$ cat config.mk
export PLATFORM = sky130hd
export DESIGN_NAME = bcd_display_scan
export DESIGN_NICKNAME = d
export VERILOG_FILES = /design/src/rtl/bcd_display_scan.sv
export SDC_FILE = /design/constraint.sdc
export NUM_CORES = 1
export LEC_CHECK = 0
export BUFFER_PORTS_ARGS = -buffer_cell sky130_fd_sc_hd__clkbuf_2
export CORE_MARGIN = 5
export CORE_UTILIZATION = 35
export CTS_CLUSTER_DIAMETER = 40
export CTS_CLUSTER_SIZE = 20
export DETAILED_ROUTE_END_ITERATION = 10
export HOLD_SLACK_MARGIN = 0.12
export PLACE_DENSITY_LB_ADDON = 0.3
export SYNTH_ARGS = -nofsm -noshare
export SYNTH_HDL_FRONTEND = slang
export SYNTH_SLANG_ARGS = --single-unit
$ cat constraint.sdc
create_clock -name Clk -period 2.5 [get_ports Clk]
set_clock_uncertainty 0.1 [all_clocks]
set_input_delay 0.25 -clock Clk [delete_from_list [all_inputs] [get_ports Clk]]
set_output_delay 0.25 -clock Clk [all_outputs]
set_load 0.02 [all_outputs]
$ cat src/rtl/bcd_display_scan.sv
// Multiplexed 7-segment scanner for a packed BCD snapshot: one digit lit per refresh slot,
// optional leading-zero blanking, '-' and an error flag for non-decimal nibbles.
module bcd_display_scan #(
    parameter int DIGITS     = 11,
    parameter int SCAN_DIV   = 50000,
    parameter int ACTIVE_LOW = 1
) (
    input  logic                  Clk,
    input  logic                  Reset_n,
    input  logic                  load,
    input  logic [4*DIGITS-1:0]   bcd_in,
    input  logic                  blank_lz,
    output logic [6:0]            seg,
    output logic [DIGITS-1:0]     an,
    output logic                  err
);

    localparam int DIV_W = (SCAN_DIV > 1) ? $clog2(SCAN_DIV) : 1;
    localparam int IDX_W = (DIGITS > 1) ? $clog2(DIGITS) : 1;
    localparam logic [DIV_W-1:0] DIV_LAST = DIV_W'(SCAN_DIV - 1);
    localparam logic [IDX_W-1:0] IDX_LAST = IDX_W'(DIGITS - 1);
    localparam logic             POL      = (ACTIVE_LOW != 0);

    typedef enum logic {IDLE = 1'b0, SCAN = 1'b1} state_t;

    state_t                state_r;
    logic [4*DIGITS-1:0]   snapshot_r;
    logic [DIV_W-1:0]      div_r;
    logic [IDX_W-1:0]      idx_r;
    logic                  err_r;
    logic [6:0]            seg_r;
    logic [DIGITS-1:0]     an_r;

    logic [3:0]            nib_s;
    logic                  zero_run_s;
    logic                  hidden_s;
    logic                  lit_s;
    logic [DIGITS-1:0]     an_hot_s;
    logic [6:0]            seg_s;
    logic [DIGITS-1:0]     an_s;

    function automatic logic [6:0] decode7(input logic [3:0] n);
        logic [6:0] s;
        case (n)
            4'd0:    s = 7'h3F;
            4'd1:    s = 7'h06;
            4'd2:    s = 7'h5B;
            4'd3:    s = 7'h4F;
            4'd4:    s = 7'h66;
            4'd5:    s = 7'h6D;
            4'd6:    s = 7'h7D;
            4'd7:    s = 7'h07;
            4'd8:    s = 7'h7F;
            4'd9:    s = 7'h6F;
            default: s = 7'h40;
        endcase
        return s;
    endfunction

    function automatic logic any_invalid(input logic [4*DIGITS-1:0] v);
        logic bad;
        bad = 1'b0;
        for (int k = 0; k < DIGITS; k++) begin
            if (v[4*k +: 4] > 4'd9) begin
                bad = 1'b1;
            end else begin
                bad = bad;
            end
        end
        return bad;
    endfunction

    // Select the current digit and decide whether it sits inside the run of leading zeros.
    always_comb begin
        nib_s      = 4'd0;
        hidden_s   = 1'b0;
        zero_run_s = 1'b1;
        an_hot_s   = {DIGITS{1'b0}};
        for (int k = DIGITS - 1; k >= 0; k--) begin
            zero_run_s  = zero_run_s && (snapshot_r[4*k +: 4] == 4'd0);
            an_hot_s[k] = (idx_r == IDX_W'(k));
            if (idx_r == IDX_W'(k)) begin
                nib_s    = snapshot_r[4*k +: 4];
                hidden_s = zero_run_s;
            end else begin
                nib_s    = nib_s;
                hidden_s = hidden_s;
            end
        end
        lit_s = (state_r == SCAN) && !(blank_lz && (idx_r != {IDX_W{1'b0}}) && hidden_s);
        if (lit_s) begin
            seg_s = decode7(nib_s);
            an_s  = an_hot_s;
        end else begin
            seg_s = 7'h00;
            an_s  = {DIGITS{1'b0}};
        end
    end

    // Refresh counters, snapshot capture and registered display drive.
    always_ff @(posedge Clk or negedge Reset_n) begin
        if (!Reset_n) begin
            state_r    <= IDLE;
            snapshot_r <= {(4*DIGITS){1'b0}};
            div_r      <= {DIV_W{1'b0}};
            idx_r      <= {IDX_W{1'b0}};
            err_r      <= 1'b0;
            seg_r      <= {7{POL}};
            an_r       <= {DIGITS{POL}};
        end else begin
            if (div_r == DIV_LAST) begin
                div_r <= {DIV_W{1'b0}};
                idx_r <= (idx_r == IDX_LAST) ? {IDX_W{1'b0}} : idx_r + {{(IDX_W-1){1'b0}}, 1'b1};
            end else begin
                div_r <= div_r + {{(DIV_W-1){1'b0}}, 1'b1};
            end
            if (load) begin
                snapshot_r <= bcd_in;
                state_r    <= SCAN;
                err_r      <= any_invalid(bcd_in);
            end
            seg_r <= seg_s ^ {7{POL}};
            an_r  <= an_s ^ {DIGITS{POL}};
        end
    end

    assign seg = seg_r;
    assign an  = an_r;
    assign err = err_r;

endmodule

==> summary.md, run 1 <==
| Metric | Value |
|---|---|
| Run status | `finished clean` |
| Final net count | `542` |
| DRT iter0 DRCs | `approximately 260` |
| Hold slack final | `between 0.2 and 0.25 ns` |
| Netlist cell types | `between 60 and 70` |
| Setup Viol. Count Final | `0` |
| Xor-xnor portion of the synthesized cell area | `0.0290` |
| CTS clk-pin slew, worst paths | `about 0.06 ns` |
| Worst EP arrival | `approximately 2.5 ns` |
| Largest area contributor in the netlist | `dfrtp_1` |
| PD cells | `~580 nW/um2` |
| Area delta synth->final | `29.5%` |
| Hold Crit Class | `in2reg` |
| Worst IR Drop VDD | `a little under 0.0005 V` |
| Final Hold Fails | `0` |
| Crit share post-route | `0.927` |
| Clock latency on the worst-skew pair | `approximately 0.35 ns` |
| CTS tree | `yes` |
| RSZ-0062 raised after global routing | `false` |
| Initial Util | `0.355` |
| Die width | `between 100 and 150 um` |
| Synth top area cells | `dfrtp_1 39%, mux2_2 12%, dfstp_2 11%` |
| Post-synthesis instance total | `373` |
| Initial antenna violation count | `0` |
| Share of layout cells above drive strength 1 | `0.365` |
| I/O pins | `67` |
| Yosys top cell area share | `0.390` |
| CP startpoint kind | `flip-flop` |
| Peak fanout along the critical path | `12` |
| Routed Antenna Nets | `0` |
| Syn nets | `around 430` |
| FF+latch count, synth | `84` |
| GRT overflow | `0` |
| Seq/Total Area, Yosys | `0.502` |
| # DRC | `0` |
| Row cnt | `40` |
| Total number of vias | `3319` |
| Final wirelength | `10.5 mm` |
| Sum Neg Setup Slack | `0 ns` |
| Maximum level of the CTS H-tree | `3` |
| Pre-CTS WS | `0.173 ns` |
| Crit path time final | `~2.3 ns` |
| ANT cells | `0` |
| Worst-margin pin slew | `roughly 0.65 ns` |
| Post-synthesis mux area share | `0.140` |
| CTS root buffer | `clkbuf_16` |
| Setup ws final | `between 0.15 and 0.2 ns` |
| Fmax | `0.431 GHz` |
| Largest family of logic cells by synthesized area | `simple AND/OR/NAND/NOR gates` |
| Clk buf depth | `2` |
| Synth warn | `0` |
| Lkg Pwr | `roughly 2.3 nW` |
| DR vias/cell | `approximately 5.2` |
| Worst path cell trace | `buf_4 > and2_1 > a211o_1 > a32oi_1 > o22a_1 > nor3b_1 > o31ai_1` |
| Async S/R FF share, synth | `1.00` |
| Post-Syn Area | `about 4200 um2` |
| Die Footprint | `14400 um2` |
| Complex-gate fraction of the synthesized area | `0.129` |
| Hpwl dp | `7.67 mm` |
| R2r setup slk | `around 0.18 ns` |
| GRT Overall Usage | `0.153` |
| CP required | `roughly 2.7 ns` |
| Worst relative slew slack | `0.565` |
| Post-synth EDFFs | `0` |
| Slew Limit Fails | `0` |
| Initial DRT Pass Iterations | `4` |
| PortBufs | `66` |
| Largest net degree at the start of global routing | `44` |
| Wirelength per Cell | `between 15 and 20 um` |
| CTS Buf Count | `9` |
| Die Y | `roughly 120 um` |
| Synth Area per Inst | `11.3 um2` |
| Critical path's slowest cell | `dfrtp_2` |
| Main synth FF type | `dfrtp_1` |
| Routability cong. | `0.884` |
| Synth Area in Adders | `0.0177` |
| Tot Pwr | `3.16 mW` |
| First-pass GRT wire length | `around 18 mm` |
| Post CTS Setup Buffer Count | `0` |
| Max_cap viols | `0` |
| CP max stage delay | `0.45 ns` |
| Core Footprint | `about 12000 um2` |
| Vias in the first global route | `between 3000 and 4000` |
| CTS sink count | `84` |
| Crit Path Class | `reg2reg` |
| CP Capture Type | `flip-flop` |
| Simple-gate portion of the synthesized area | `0.142` |
## cells in the final DEF (no fill, tap or decap), drive strengths merged, types with 4 or more instances in the layout
cell	count
mux2i	6
a21oi	8
dfrtp	66
nand3	14
and3	5
xnor2	8
nand2	16
inv	9
o211ai	4
a211oi	6
nor3	6
nor2b	5
dfstp	18
nand4	9
buf	18
a21o	4
ha	6
o21ai	28
nor2	20
nor3b	5
mux2	47
xor2	6
clkbuf	74
dlygate4sd3	45
nor4	11
## synthesized netlist by cell type (2+ instances only)
library cell and count:
and3b_1 2, a21o_1 4, a22o_1 3, nand4_1 9, buf_2 5, buf_6 6, mux2_2 46, nor2b_1 5
nand2b_1 3, nor4_2 2, a31o_2 2, o2111ai_1 2, dfstp_2 18, nor3_1 5, nand2_1 16, a21oi_1 7
clkbuf_1 11, and3_1 4, or2_2 2, o31ai_1 3, inv_1 6, a32oi_1 2, nor4_1 9, dfrtp_1 66
or3_1 2, o21ai_0 21, ha_1 6, a211oi_1 5, a31oi_1 2, xnor2_1 8, a211o_1 2, nand3_1 14
nor2_1 20, xor2_1 6, nor3b_1 5, o21ai_1 6, mux2i_1 6, and4_1 2, o2bb2ai_1 3, o211ai_1 4
and2_1 3
## state kept, by name (all words and copies together), names as in the netlist
| name | flops |
|---|---|
| snapshot_r | 44 |
| div_r | 16 |
| an | 11 |
| seg | 7 |
| idx_r | 4 |
| err | 1 |
| state_r | 1 |
## worst max-delay path, delay by kind of cell (launching register included)
family                 cells  cell delay [ns]
flip-flops                 1             0.45
AND/OR/NAND/NOR            2             0.24
AO/OA/AOI/OAI              4             1.23
buffers and inverters      1             0.20
## cell families after synthesis
family | after synthesis
AND/OR/NAND/NOR | 106
flip-flops | 84
AO/OA/AOI/OAI | 79
multiplexers | 53
buffers and inverters | 31
XOR/XNOR | 14
adder cells (fa/ha/maj) | 6
## path summary, 6_finish.rpt
check,startpoint,end,cells past startpoint
worst max-delay path,idx_r[1],seg[3],7
worst min-delay path,blank_lz,an[1],3
worst max register to register,idx_r[1],seg[3],7
worst min register to register,div_r[0],div_r[0],1
max in group asynchronous,Reset_n,an[2],3
min in group asynchronous,Reset_n,div_r[6],2
## power breakdown
| group | switching (mW) | internal, mW |
|---|---|---|
| Sequential | 0.0758 | 1.46 |
| Clock | 0.553 | 0.675 |
| Combinational | 0.183 | 0.208 |
| Total | 0.812 | 2.35 |
## metal layers
metal,wire length [um],vias to the layer above,track usage
li1,-,1610,-
met1,4990,1604,0.206
met2,4820,92,0.244
met3,501,13,0.0358
met4,151,0,0.0508
met5,0,-,0
## final cells by class
class,count,area [um2]
fill,1110,6430
sequential,84,2130
multi-input combinational,258,1940
timing repair buffer,128,923
clock buffer,9,225
tap,147,184
clock inverter,7,50.0
inverter,7,26.3
## metrics by stage
step	instance area, um2	instances	util
global placement	4740	579	0.398
finish	5480	640	0.460
floorplan	4230	373	-
CTS	5470	640	0.459
global route	5480	640	0.460
detailed placement	4740	579	0.398
## what timing repair did
item,CTS,global route
resized for setup,0,3
setup endpoints to repair,0,2
hold buffers,45,0
hold endpoints to repair,69,0
(Power assumes the default switching activity.)
==> run 2, diff against run 1 <==
BUFFER_PORTS_ARGS = -buffer_cell sky130_fd_sc_hd__buf_4   (was -buffer_cell sky130_fd_sc_hd__clkbuf_2)
CORE_MARGIN = 8   (was 5)
==> summary.md, run 2 (synthesis results as in run 1) <==
| Metric | Value |
|---|---|
| Peak fanout along the critical path | `7 (-5)` |
| ANT cells | `0 (unchanged)` |
| CTS sink count | `84 (unchanged)` |
| First-pass GRT wire length | `18.2 mm (+3.2%)` |
| Most common cell after layout, fill and taps aside | `buf_4` |
| Top reg by flops | `snapshot_r` |
| Share of layout cells above drive strength 1 | `0.356 (-0.00870)` |
| Tot Pwr | `3.29 mW (+4.0%)` |
| CTS tree | `yes` |
| DR vias/cell | `5.18 (-0.14%)` |
| Total number of vias | `3304 (-0.45%)` |
| Largest net degree at the start of global routing | `49 (+11%)` |
| Metal2 WL | `4.87 mm (+1.1%)` |
| Sum Neg Setup Slack | `0 ns (unchanged)` |
| Crit share post-route | `0.915 (-0.0119)` |
| NetSw | `0.760 mW (-6.4%)` |
| Crit path from | `idx_r[1]` |
| Max_cap viols | `0 (unchanged)` |
| DRT iter0 DRCs | `210 (-18%)` |
| CP max stage delay | `0.49 ns (+0.04 ns)` |
| Final wirelength | `10.8 mm (+3.5%)` |
| Initial Util | `0.355 (unchanged)` |
| Hpwl dp | `7.93 mm (+3.3%)` |
| Hold slack final | `0.295 ns (+0.0583 ns)` |
| R2r setup slk | `0.21 ns (+0.03 ns)` |
| Dpl cells | `578 (-0.17%)` |
| PD cells | `580 nW/um2 (+0.65%)` |
| Clk buf depth | `2 (unchanged)` |
| Initial DRT Pass Iterations | `4 (unchanged)` |
| CTS clk-pin slew, worst paths | `0.06 ns (about the same)` |
| Critical path's slowest cell | `dfrtp_1` |
| Lkg Pwr | `2.38 nW (+2.6%)` |
| Wirelength per Cell | `17.0 um (+3.9%)` |
| Die width | `126 um (+5.0%)` |
| Routed Antenna Nets | `0 (unchanged)` |
| Vias in the first global route | `3526 (+3.4%)` |
| Pre-CTS WS | `0.233 ns (+0.0598 ns)` |
| Run status | `finished clean` |
| Clock latency on the worst-skew pair | `0.34 ns (about the same)` |
| Slew Limit Fails | `0 (unchanged)` |
| CP startpoint kind | `flip-flop` |
| Worst hold path startpoint | `blank_lz` |
| Highest routed layer | `met4` |
| Gate power share | `0.129 (+0.005)` |
| Final net count | `541 (-0.18%)` |
| GRT overflow | `0 (unchanged)` |
| Design Area, Final | `5660 um2 (+3.3%)` |
| Crit path time final | `2.29 ns (-0.0298 ns)` |
| Routability cong. | `0.882 (-0.16%)` |
| DP Area | `4910 um2 (+3.5%)` |
| CTS root buffer | `clkbuf_16` |
| Crit path max-delay family | `compound AO/OA/AOI/OAI gates` |
| Sw frac | `0.231 (-0.0256)` |
| RSZ-0062 raised after global routing | `false` |
| CP bufs+invs | `1 (unchanged)` |
| Worst path cell trace | `buf_4 > mux2i_1 > o2bb2ai_1 > a22o_1 > a31o_2 > ha_1 > nor3b_1 > o31ai_1` |
| Fin util | `0.475 (+0.0153)` |
| Worst IR Drop VDD | `0.000475 V (-2.5%)` |
| CP required | `2.65 ns (about the same)` |
| Hold Crit Class | `in2reg` |
| Core Footprint | `11900 um2 (unchanged)` |
| Commonest non-fill, non-tap cells in the layout | `80 x buf_4, 66 x dfrtp_1, 46 x mux2_2` |
| Setup Viol. Count Final | `0 (unchanged)` |
| Worst EP arrival | `2.44 ns (-0.04 ns)` |
| Setup ws final | `0.212 ns (+0.0298 ns)` |
| I/O pins | `67 (unchanged)` |
| Post CTS Setup Buffer Count | `0 (unchanged)` |
| Worst reg2reg path startpoint | `idx_r[1]` |
| Fmax | `0.437 GHz (+1.3%)` |
| WL met3 | `482 um (-3.8%)` |
| Row cnt | `40 (unchanged)` |
| GRT Overall Usage | `0.143 (-0.0103)` |
| Crit Path Class | `reg2reg` |
| CTS Buf Count | `9 (unchanged)` |
| # DRC | `0 (unchanged)` |
| M1 wire length | `5.27 mm (+5.4%)` |
| CP Capture Type | `flip-flop` |
| Pint | `2.53 mW (+7.6%)` |
| Fin cells | `638 (-0.31%)` |
| Area delta synth->final | `33.8%` |
| Initial antenna violation count | `0 (unchanged)` |
| Sequential share of power | `0.470 (-0.018)` |
| Clock share of power | `0.401 (+0.012)` |
| Die Y | `126 um (+5.0%)` |
| Largest register FFs | `44 (unchanged)` |
| PortBufs | `66 (unchanged)` |
| Worst relative slew slack | `0.605 (+0.0405)` |
| Die Footprint | `15900 um2 (+10%)` |
| Final Hold Fails | `0 (unchanged)` |
| Maximum level of the CTS H-tree | `3 (unchanged)` |
| Worst-margin pin slew | `0.592 ns (-0.0608 ns)` |
## run 2: changes by cell type in the layout (fill, tap and decap cells not counted), moves of 2 or more
cell | before | now
clkbuf_1 | 0 | 2
clkbuf_8 | 0 | 2
buf_4 | 17 | 80
clkinvlp_4 | 3 | 0
dfrtp_2 | 2 | 0
clkbuf_2 | 65 | 0
inv_6 | 2 | 0
dfrtp_1 | 64 | 66
## run 2: power by group through the flow
stage / Combinational (mW) / Sequential, mW / Clock (mW)
floorplan: 0.190 / 1.56 / 0
global placement: 0.363 / 1.57 / 0
detailed placement: 0.370 / 1.57 / 0
CTS: 0.427 / 1.54 / 1.35
global route: 0.465 / 1.56 / 1.41
finish: 0.424 / 1.54 / 1.32
## run 2: cell type report
type	instances	area (um2)
inverters	7	26.3
multi-input cells	258	1940
flip-flops and latches	84	2120
fillers	1091	6250
clock inverters	2	35.0
clock buffers	13	260
well taps	147	184
repair buffers	127	1090
## run 2: worst paths after layout
kind                                  to  depth (start not counted)
worst max-delay path              seg[3]                          8
worst min-delay path               an[1]                          3
worst max register to register    seg[3]                          8
worst min register to register  div_r[0]                          1
max in group asynchronous          an[2]                          3
min in group asynchronous       div_r[7]                          2
## run 2: per-layer routing
layer	track usage	vias to the layer above
met4	0.0602	0
li1	-	1603
met1	0.189	1604
met2	0.215	82
met3	0.0397	15
met5	0	-
## run 2: what timing repair did
item / in CTS / in global routing
endpoints found under the hold margin: 68 / 0
resized for setup: 0 / 1
setup endpoints to repair: 0 / 2
hold buffers: 45 / 0
## run 2: worst min-delay path, delay by kind of cell
| kind | cells | cell delay [ns] |
|---|---|---|
| buf+inv | 1 | 0.12 |
| compound gates | 2 | 0.34 |
==> run 3, diff against run 2 <==
CORE_UTILIZATION = 55   (was 35)
PLACE_DENSITY = 0.89   (was unset)
PLACE_DENSITY_LB_ADDON = unset   (was 0.3)
==> summary.md, run 3 (synthesis results as in run 1) <==
| Metric | Value |
|---|---|
| Run status | `finished clean` |
| R2r endpoint | `seg[5]` |
| NetSw | `0.740 mW (-2.7%)` |
| Commonest non-fill, non-tap cells in the layout | `82 x buf_4, 65 x dfrtp_1, 46 x mux2_2` |
| PortBufs | `66 (unchanged)` |
| I/O pins | `67 (unchanged)` |
| Peak fanout along the critical path | `11 (+4)` |
| PD cells | `560 nW/um2 (-3.5%)` |
| Total number of vias | `3427 (+3.7%)` |
| R2r setup slk | `0.14 ns (-0.07 ns)` |
| Maximum level of the CTS H-tree | `3 (unchanged)` |
| Sum Neg Setup Slack | `0 ns (unchanged)` |
| Clock share of power | `0.366 (-0.035)` |
| DR vias/cell | `5.77 (+11%)` |
| Row cnt | `32 (-20%)` |
| Worst reg2reg path startpoint | `idx_r[1]` |
| # DRC | `0 (unchanged)` |
| Fin util | `0.729 (+0.254)` |
| Hold Crit Class | `in2reg` |
| Crit path time final | `2.36 ns (+0.0727 ns)` |
| Design Area, Final | `5550 um2 (-2.0%)` |
| ANT cells | `0 (unchanged)` |
| Pint | `2.37 mW (-6.2%)` |
| CP Capture Type | `flip-flop` |
| Sw frac | `0.238 (+0.00665)` |
| DRT iter0 DRCs | `219 (+4.3%)` |
| First-pass GRT wire length | `18.2 mm (-0.12%)` |
| Routed Antenna Nets | `0 (unchanged)` |
| RSZ-0062 raised after global routing | `false` |
| Core Footprint | `7610 um2 (-36%)` |
| Lkg Pwr | `2.34 nW (-1.6%)` |
| Hold Path End | `an[1]` |
| Post CTS Setup Buffer Count | `0 (unchanged)` |
| CP startpoint kind | `flip-flop` |
| Max_cap viols | `0 (unchanged)` |
| Clk buf depth | `2 (unchanged)` |
| Worst relative slew slack | `0.599 (-0.00687)` |
| CP required | `2.67 ns (+0.02 ns)` |
| Hpwl dp | `7.61 mm (-4.0%)` |
| CTS clk-pin slew, worst paths | `0.08 ns (+0.02 ns)` |
| Worst EP arrival | `2.53 ns (+0.09 ns)` |
| Vias in the first global route | `3551 (+0.71%)` |
| GRT Overall Usage | `0.207 (+0.0640)` |
| Final Hold Fails | `0 (unchanged)` |
| Die Footprint | `10800 um2 (-32%)` |
| Crit Path Class | `reg2reg` |
| Worst hold path startpoint | `blank_lz` |
| GRT overflow | `0 (unchanged)` |
| Crit share post-route | `0.944 (+0.0291)` |
| CTS Buf Count | `9 (unchanged)` |
| Setup Viol. Count Final | `0 (unchanged)` |
| Hold depth | `3 (unchanged)` |
| Top reg by flops | `snapshot_r` |
| Fmax | `0.424 GHz (-3.1%)` |
| Slew Limit Fails | `0 (unchanged)` |
| Gate power share | `0.138 (+0.009)` |
| Area delta synth->final | `31.1%` |
| CTS tree | `yes` |
| Share of layout cells above drive strength 1 | `0.366 (+0.00944)` |
| Initial Util | `0.556 (+0.201)` |
| Most common cell after layout, fill and taps aside | `buf_4` |
| Reg2Reg Depth | `10 (+2)` |
| Sequential share of power | `0.496 (+0.026)` |
| Wirelength per Cell | `18.5 um (+8.7%)` |
| Clock latency on the worst-skew pair | `0.36 ns (+0.02 ns)` |
| # fillers | `525 (-52%)` |
| Die Y | `104 um (-18%)` |
| Worst-margin pin slew | `0.602 ns (+0.0103 ns)` |
| Largest net degree at the start of global routing | `49 (unchanged)` |
| Hold slack final | `0.259 ns (-0.0354 ns)` |
| DP Area | `4830 um2 (-1.7%)` |
| Routability cong. | `0.902 (+2.3%)` |
| Largest register FFs | `44 (unchanged)` |
| Final net count | `541 (unchanged)` |
| Worst IR Drop VDD | `0.000431 V (-9.4%)` |
| CTS root buffer | `clkbuf_8` |
| Initial DRT Pass Iterations | `5 (+1)` |
| Initial antenna violation count | `0 (unchanged)` |
| CTS sink count | `84 (unchanged)` |
| Final wirelength | `11.0 mm (+1.2%)` |
| Die width | `104 um (-18%)` |
==> run 3: cell count changes in the layout (fill, tap and decap cells not counted), moves of 3 or more <==
cell       before  now
nor4_1          9    6
nor4_2          2    5
clkbuf_8        2    9
clkbuf_16       9    0
==> run 3: power by group through the flow <==
stage | registers [mW] | logic, mW | clock network (mW)
3_3_place_gp | 1.56 | 0.353 | 0
3_5_place_dp | 1.56 | 0.366 | 0
5_1_grt | 1.55 | 0.468 | 1.21
2_1_floorplan | 1.56 | 0.190 | 0
6_report | 1.54 | 0.430 | 1.14
4_1_cts | 1.54 | 0.425 | 1.16
==> run 3: metal layers <==
| metal | global-route usage | vias up | wire [um] |
|---|---|---|---|
| li1 | - | 1596 | - |
| met1 | 0.255 | 1678 | 4640 |
| met2 | 0.336 | 128 | 5400 |
| met3 | 0.0613 | 25 | 688 |
| met4 | 0.0776 | 0 | 238 |
| met5 | 0 | - | 0 |
==> run 3: critical path, cell delays in order, from the launching register on <==
cell and delay [ns]:
dfrtp_1 0.44, buf_4 0.23, mux2i_1 0.22, o2bb2ai_1 0.11
o2bb2ai_1 0.15, a21o_1 0.19, nand2_1 0.14, inv_1 0.09
ha_1 0.22, nor3b_1 0.27, o31ai_1 0.11
==> run 3: per-stage QoR <==
stage,power [mW],instances,worst slack (ns)
2_1_floorplan,1.75,373,0.180
3_3_place_gp,1.91,533,0.235
3_5_place_dp,1.93,533,0.180
4_1_cts,3.12,594,0.0953
5_1_grt,3.23,594,0.0361
6_report,3.11,594,0.139
==> run 3: worst max-delay path by stage <==
stage | slack, ns | from | endpoint | cells past startpoint
after floorplan | 0.18 | idx_r[1] | seg[0] | 13
after global placement | 0.23 | idx_r[0] | seg[0] | 6
after detailed placement | 0.18 | idx_r[0] | seg[0] | 6
after CTS | 0.1 | idx_r[0] | seg[0] | 6
after global routing | 0.04 | idx_r[2] | seg[5] | 9
final | 0.14 | idx_r[1] | seg[5] | 10
==> run 3: layout make-up <==
cell class              instances  area [um2]  area share
clock buffers                  12         135      0.0244
clock inverters                 4        98.8      0.0178
inverters                       7        26.3     0.00474
multi-input cells             258        1970       0.355
flip-flops and latches         84        2130       0.383
well taps                     102         128      0.0230
repair buffers                127        1070       0.192
==> run 3: what timing repair did <==
action,CTS,global route
gates resized for setup,0,7
endpoints found under the hold margin,86,0
setup endpoints to repair,0,7
hold buffers,45,0
